**src/rtl/pipe_stage_reg.sv**
```systemverilog
`default_nettype none
// ============================================================================
// pipe_stage_reg : generic valid/ready pipeline register with flush, control
//                  bubble masking, stall counter and optional 2-entry skid.
// Revision       : 1.0
// ============================================================================
module pipe_stage_reg #(
  parameter int DATA_W = 96,
  parameter int CTRL_W = 16,
  parameter int SKID   = 1,
  parameter int CNT_W  = 16
) (
  input  logic              clk,
  input  logic              rst,
  input  logic              flush,
  input  logic              in_valid,
  output logic              in_ready,
  input  logic [DATA_W-1:0] in_data,
  input  logic [CTRL_W-1:0] in_ctrl,
  output logic              out_valid,
  input  logic              out_ready,
  output logic [DATA_W-1:0] out_data,
  output logic [CTRL_W-1:0] out_ctrl,
  output logic [1:0]        occupancy,
  output logic [CNT_W-1:0]  stall_cnt
);

  typedef enum logic [1:0] {
    S_EMPTY = 2'd0,
    S_ONE   = 2'd1,
    S_TWO   = 2'd2
  } state_t;

  state_t            state_q, state_d;
  logic [DATA_W-1:0] main_data_q, skid_data_q;
  logic [CTRL_W-1:0] main_ctrl_q, skid_ctrl_q;
  logic [CNT_W-1:0]  stall_cnt_q;
  logic              main_valid, accept, deliver;
  logic              main_load, main_from_skid, skid_load;

  assign main_valid = (state_q != S_EMPTY);
  assign accept     = in_valid && in_ready;
  assign deliver    = main_valid && out_ready;

  generate
    if (SKID != 0) begin : g_skid
      // Registered ready: depends only on whether the skid slot is occupied.
      assign in_ready = (state_q != S_TWO);

      always_ff @(posedge clk) begin
        if (rst) begin
          skid_data_q <= '0;
          skid_ctrl_q <= '0;
        end else if (flush) begin
          skid_ctrl_q <= '0;
        end else if (skid_load) begin
          skid_data_q <= in_data;
          skid_ctrl_q <= in_ctrl;
        end
      end
    end else begin : g_noskid
      assign in_ready    = !main_valid || out_ready;
      assign skid_data_q = '0;
      assign skid_ctrl_q = '0;
    end
  endgenerate

  always_ff @(posedge clk) begin
    if (rst) begin
      state_q <= S_EMPTY;
    end else begin
      state_q <= state_d;
    end
  end

  always_comb begin
    state_d        = state_q;
    main_load      = 1'b0;
    main_from_skid = 1'b0;
    skid_load      = 1'b0;
    case (state_q)
      S_EMPTY: begin
        if (accept) begin
          main_load = 1'b1;
          state_d   = S_ONE;
        end
      end
      S_ONE: begin
        if (accept && deliver) begin
          main_load = 1'b1;
        end else if (accept && (SKID != 0)) begin
          skid_load = 1'b1;
          state_d   = S_TWO;
        end else if (deliver) begin
          state_d = S_EMPTY;
        end
      end
      S_TWO: begin
        if (deliver) begin
          main_from_skid = 1'b1;
          state_d        = S_ONE;
        end
      end
      default: state_d = S_EMPTY;
    endcase
    // Flush discards everything held and any beat offered this cycle.
    if (flush) begin
      state_d        = S_EMPTY;
      main_load      = 1'b0;
      main_from_skid = 1'b0;
      skid_load      = 1'b0;
    end
  end

  always_ff @(posedge clk) begin
    if (rst) begin
      main_data_q <= '0;
      main_ctrl_q <= '0;
    end else if (flush) begin
      main_ctrl_q <= '0;
    end else if (main_load) begin
      main_data_q <= in_data;
      main_ctrl_q <= in_ctrl;
    end else if (main_from_skid) begin
      main_data_q <= skid_data_q;
      main_ctrl_q <= skid_ctrl_q;
    end
  end

  always_ff @(posedge clk) begin
    if (rst) begin
      stall_cnt_q <= '0;
    end else if (main_valid && !out_ready && (stall_cnt_q != {CNT_W{1'b1}})) begin
      stall_cnt_q <= stall_cnt_q + CNT_W'(1);
    end
  end

  assign out_valid = main_valid;
  assign out_data  = main_data_q;
  assign out_ctrl  = main_valid ? main_ctrl_q : '0;
  assign occupancy = state_q;
  assign stall_cnt = stall_cnt_q;

endmodule
`default_nettype wire

```
**config.mk**
```make
export PLATFORM = sky130hd
export DESIGN_NAME = pipe_stage_reg
export DESIGN_NICKNAME = d
export VERILOG_FILES = /design/src/rtl/pipe_stage_reg.sv
export SDC_FILE = /design/constraint.sdc
export NUM_CORES = 1
export LEC_CHECK = 0
export BUFFER_PORTS_ARGS = -buffer_cell sky130_fd_sc_hd__buf_4
export CAP_MARGIN = 20
export CORE_UTILIZATION = 40
export DETAILED_ROUTE_END_ITERATION = 8
export PLACE_DENSITY = 0.74
export SYNTH_ARGS = -nofsm -noshare
export SYNTH_HDL_FRONTEND = slang
export SYNTH_SLANG_ARGS = --single-unit
```
**constraint.sdc**
```tcl
create_clock -name clk -period 1.95 [get_ports clk]
set_input_delay 0.195 -clock clk [delete_from_list [all_inputs] [get_ports clk]]
set_output_delay 0.195 -clock clk [all_outputs]
set_load 0.005 [all_outputs]
```
==> impl_metrics.tcl, run 1 <==
set metrics [dict create \
    tightest_slew_ns 0.681 \
    synth_cells 1123 \
    cts_tree "built" \
    grt_antenna_before_repair 1 \
    synth-seq-cells 242 \
    htree_levels 1 \
    final_cells 1804 \
    vias 9247 \
    fin_ws_ns 0.137 \
    async_flop_share_pct 0 \
    max-vdd-ir-drop_mv 0.643 \
    fin_util_pct 58.8 \
    cts.clk_slew.worst_paths_ns 0.06 \
    place_congestion 0.776 \
    crit_type "register to register" \
    power_leakage_nw 5.38 \
    fin_crit_ns 1.81 \
    dieArea_um2 25400 \
    synth_top_family_by_area "simple AND/OR/NAND/NOR gates" \
    ys.warnings.count 0 \
    crit_fanout 27 \
    crit_family "simple AND/OR/NAND/NOR gates" \
    track_usage_pct 21.3 \
    synth_cell_types 46 \
    avgRoutedWirePerCell_um 15.6 \
    seq_area_frac_synth_pct 48.8 \
    vias_per_cell 5.13 \
    wirelength_um 28100 \
    synth_ff_type "dfxtp_1" \
    cts.sinks 242 \
    hold_class "primary input to register" \
    n_fill_cell 1997 \
    syn_nets 1241 \
    slowest_delay_ns 0.36 \
    hold_ws_ns 0.0358 \
    layout_commonest_cell "buf_4" \
    hold_viol_final 0 \
    initial_core_util_pct 40.8 \
    finalCritPeriodShare_pct 93.0 \
    synth_compound_area_share_pct 15.8 \
    synth_area_per_cell_um2 8.84 \
    synth.cell_area_um2 9920 \
    slew_violations 0 \
    grt_first_pass_wirelength_um 45200 \
    skew_ns 0.0156 \
    design.core.area_um2 24300 \
    preCtsSetupSlack_ns 0.0631 \
    crit_path_end_kind "register" \
    drt_iter0_markers 581 \
    crit_arrival_ns 2.20 \
    maxSlewHeadroom_pct 54.6 \
    yosys.area_share.simple_pct 17.5 \
    finalInstanceArea_um2 14300 \
    clk_latency_ns 0.54 \
    fp.dieH_um 159 \
    die_w_um 159 \
    drtAntennaViolNets 0 \
    cts_made_buffers 27 \
    worstPathCellList "nand2b_1 -> nor3b_4 -> buf_4 -> buf_12 -> mux2i_1 -> a211oi_1" \
    muxShareOfSynthArea_pct 12.5 \
    clockRootBuffer "clkbuf_16" \
    required_ns 2.34 \
    dpl.cell_count 1636 \
    overflow 0 \
    setup_viol 0 \
    area_delta_synth_final_pct 44.0 \
    io_buffer_count 248 \
    final_layout_size_suffix_gt1_share_pct 23.9 \
    io_pins 249 \
    yosys.area_share.adder_pct 0.126 \
    synth_xor_area_share_pct 0 \
    grt_pass1_vias 9023 \
    fp-row-count 57 \
    max_cap_violations 0 \
    crit_buf_inv 2 \
    max_clock_freq_mhz 552 \
    layout_common_cells "buf_4, dfxtp_1, nand2_1" \
    firstDrtPassIters 5 \
    status "complete, no violations" \
    cp_slowest_cell "dfxtp_1" \
    grt_max_degree 107 \
    start_kind "register" \
    place_area_um2 12200 \
    drc 0 \
    clk_path_buf_depth 3 \
    hpwl_um 16800 \
    nNetsFinal 1576 \
    power.density_nw_per_um2 823 \
    synth-edff-count 0 \
]
[flip-flops by register name (all words and copies together) (netlist names)]
| name | count |
|---|---|
| skid_data_q | 96 |
| main_ctrl_q | 16 |
| skid_ctrl_q | 16 |
| out_data | 96 |
| occupancy | 2 |
| stall_cnt | 16 |
[metal layers]
layer / share of wire (%) / GRT usage, %
met1: 43 / 25.7
met2: 48 / 37.0
met3: 6.5 / 4.90
met4: 2.9 / 6.99
met5: 0 / 0
[worst paths after layout]
path                                startpoint                           end  slack (ns)  depth (start not counted)
hold / removal                             rst  skid_data_q[94]$_SDFFE_PP0P_        0.04                          2
setup / recovery     occupancy[0]$_SDFFE_PP0P_     out_data[84]$_SDFFE_PP0P_        0.14                          6
hold reg to reg   skid_data_q[44]$_SDFFE_PP0P_  skid_data_q[44]$_SDFFE_PP0P_        0.45                          2
setup reg to reg     occupancy[0]$_SDFFE_PP0P_     out_data[84]$_SDFFE_PP0P_        0.14                          6
[where the power goes]
part           switching [mW]  internal (mW)
sequential             0.0997           5.12
clock                    2.09           3.26
combinational           0.528          0.663
total                    2.72           9.04
[logic make-up after synthesis]
group,after synthesis
compound gates,248
fa+ha+maj,1
buf+inv,96
flops,242
mux,123
simple gates,413
[area by class of cell]
class                      instances  area [um2]  area share, %
antenna                            1        2.50         0.0175
clock buffer                      34         752           5.26
clock inverter                    16         193           1.35
inverter                           4        15.0          0.105
multi-input combinational        785        4590           32.1
sequential                       242        4850           33.9
tap                              324         405           2.84
timing repair buffer             398        3490           24.4
[synthesized netlist by cell type, types with 2 or more instances]
| cell | number | area, um2 |
|---|---|---|
| a211oi_1 | 118 | 886 |
| a21oi_1 | 119 | 596 |
| buf_1 | 2 | 7.51 |
| buf_2 | 11 | 55.1 |
| buf_4 | 3 | 22.5 |
| buf_6 | 3 | 33.8 |
| buf_8 | 8 | 120 |
| clkbuf_1 | 63 | 236 |
| dfxtp_1 | 242 | 4840 |
| inv_1 | 4 | 15.0 |
| mux2_2 | 9 | 101 |
| mux2i_1 | 114 | 1140 |
| nand2_1 | 232 | 871 |
| nand2b_1 | 5 | 31.3 |
| nand3_1 | 5 | 25.0 |
| nand4_1 | 3 | 18.8 |
| nor2_1 | 126 | 473 |
| nor2b_1 | 25 | 156 |
| o31ai_1 | 2 | 15.0 |
| or3_2 | 2 | 15.0 |
| or4_1 | 2 | 15.0 |
[per-stage QoR]
stage	total power, mW	TNS (ns)
floorplan	5.73	0
global placement	6.28	0
detailed placement	6.31	0
CTS	11.9	0
global route	12.2	-0.00100
finish	11.8	0
[what timing repair did]
item	4_1_cts	5_1_grt
resized for setup	0	6
hold endpoints to repair	222	0
setup buffers	0	1
hold buffers	114	0
setup endpoints to repair	0	15
(Power assumes the default switching activity.)
==> inputs of run 2 (changes only) <==
CELL_PAD_IN_SITES_DETAIL_PLACEMENT = 0   (was default)
CELL_PAD_IN_SITES_GLOBAL_PLACEMENT = 1   (was default)
CORE_UTILIZATION = 39   (was 40)
PLACE_DENSITY = 0.9   (was 0.74)
==> impl_metrics.tcl, run 2 (same netlist as run 1, synthesis figures left out) <==
set metrics [dict create \
    maxSlewHeadroom_pct 54.1 \
    hpwl_um 16600 \
    place_area_um2 12100 \
    firstDrtPassIters 4 \
    setup_viol 0 \
    die_w_um 162 \
    hold_depth 2 \
    min_to "skid_data_q[88]$_SDFFE_PP0P_" \
    overflow 0 \
    final_layout_size_suffix_gt1_share_pct 22.9 \
    place_congestion 0.774 \
    hold_viol_final 0 \
    clk_latency_ns 0.51 \
    fp-row-count 58 \
    cts_setup_buffers 0 \
    crit_path_end_kind "output pin" \
    design.core.area_um2 25000 \
    rsz0062_at_grt "no" \
    avgRoutedWirePerCell_um 14.9 \
    cts.clk_slew.worst_paths_ns 0.06 \
    power.density_nw_per_um2 786 \
    start_kind "register" \
    fin_util_pct 56.4 \
    grt_max_degree 74 \
    cp_slowest_cell "dfxtp_1" \
    hold_class "primary input to register" \
    crit_family "buffers and inverters" \
    crit_type "register to output pin" \
    fin_crit_ns 1.83 \
    clk_path_buf_depth 3 \
    finalInstanceArea_um2 14100 \
    htree_levels 1 \
    fp.dieH_um 162 \
    dieArea_um2 26100 \
    crit_fanout 16 \
    cts.sinks 242 \
    layout_common_cells "buf_4, dfxtp_1, nand2_1" \
    drt_iter0_markers 481 \
    nNetsFinal 1568 \
    crit_arrival_ns 1.63 \
    cts_made_buffers 27 \
    r2r_setup_slack_ns 0.15 \
    initial_core_util_pct 39.6 \
    max_clock_freq_mhz 547 \
    tightest_slew_ns 0.689 \
    io_buffer_count 248 \
    rr_startpoint "occupancy[0]$_SDFFE_PP0P_" \
    slowest_delay_ns 0.33 \
    power_leakage_nw 5.26 \
    finalSetupTns_ns 0 \
    layout_commonest_cell "buf_4" \
    crit_path_frequent_cell "buf_4" \
    wirelength_um 26900 \
    track_usage_pct 19.6 \
    crit_buf_inv 3 \
    grt_antenna_before_repair 3 \
    rr_worst_depth 6 \
    max-vdd-ir-drop_mv 0.754 \
    drc 0 \
    worst_r2r_endpoint "out_data[90]$_SDFFE_PP0P_" \
    clockRootBuffer "clkbuf_16" \
    drtAntennaViolNets 0 \
    slew_violations 0 \
    area_delta_synth_final_pct 42.3 \
    max_cap_violations 0 \
    min-delay-start "rst" \
    worstPathCellList "buf_4 -> nor2_1 -> buf_6 -> nor2b_1 -> buf_4" \
    required_ns 1.75 \
    status "complete, no violations" \
    io_pins 249 \
    vias_per_cell 5.02 \
    finalCritPeriodShare_pct 93.7 \
    skew_ns 0.00653 \
    cts_tree "built" \
    vias 9039 \
    grt_pass1_vias 8562 \
    grt_first_pass_wirelength_um 42600 \
]
==> run 2: cell count changes in the layout (fill, tap and decap cells not counted), sizes merged <==
cell / before / now
buf: 283 / 276
bufinv: 4 / 0
clkbuf: 35 / 41
clkinv: 8 / 4
clkinvlp: 2 / 3
diode: 1 / 3
inv: 6 / 4
==> run 2: timing repair <==
| item | in CTS | in global routing |
|---|---|---|
| setup endpoints to repair | 0 | 16 |
| hold buffers | 114 | 0 |
| resized for setup | 0 | 2 |
| hold endpoints to repair | 225 | 0 |
==> run 2: how the worst max path moves through the flow <==
stage                                    startpoint                          to  slack [ns]  depth (start not counted)
after floorplan           stall_cnt[0]$_SDFFE_PP0P_  stall_cnt[12]$_SDFFE_PP0P_        0.28                          5
after global placement    stall_cnt[0]$_SDFFE_PP0P_  stall_cnt[12]$_SDFFE_PP0P_        0.17                          5
after detailed placement  stall_cnt[0]$_SDFFE_PP0P_  stall_cnt[12]$_SDFFE_PP0P_        0.16                          5
after CTS                 occupancy[1]$_SDFFE_PP0P_                 out_ctrl[0]        0.04                          5
after global routing      occupancy[1]$_SDFFE_PP0P_                 out_ctrl[9]       0.007                          5
final                     occupancy[1]$_SDFFE_PP0P_                 out_ctrl[1]        0.12                          5
==> run 2: worst register-to-register path, cell delays in order (launching register included) <==
cell,delay (ns)
dfxtp_1,0.36
nand2b_1,0.23
nor3b_4,0.31
buf_12,0.19
buf_12,0.22
mux2i_1,0.25
a211oi_1,0.09
==> run 2: report_power, final <==
group	total [mW]	internal (mW)	switching, mW
registers	5.22	5.12	0.0980
logic	1.18	0.664	0.519
clock network	4.69	2.74	1.95
total	11.1	8.52	2.57
==> run 2: per-layer routing <==
layer	GRT usage [%]	vias to the layer above	routed length (um)
li1	-	4531	-
met3	5.14	46	1770
met2	32.7	246	12600
met4	6.65	0	809
met5	0	-	0
met1	24.5	4216	11700
==> run 2: layout make-up <==
class                           instances  area (um2)
Inverter                                4        15.0
Multi-Input combinational cell        785        4590
Tap cell                              330         413
Fill cell                            2178       10900
Clock buffer                           41         778
Antenna cell                            3        7.51
Timing Repair Buffer                  390        3420
Sequential cell                       242        4840
Clock inverter                          7        42.5
==> run 2: metrics by stage <==
stage | hold WS, ns | total power, mW | cells | setup WS [ns]
finish | 0.0365 | 11.1 | 1802 | 0.123
global route | 0.0125 | 11.5 | 1802 | 0.00660
CTS | 0.0137 | 11.2 | 1799 | 0.0445
detailed placement | 0.404 | 6.31 | 1637 | 0.164
global placement | 0.399 | 6.29 | 1637 | 0.170
floorplan | 0.268 | 5.73 | 1123 | 0.285
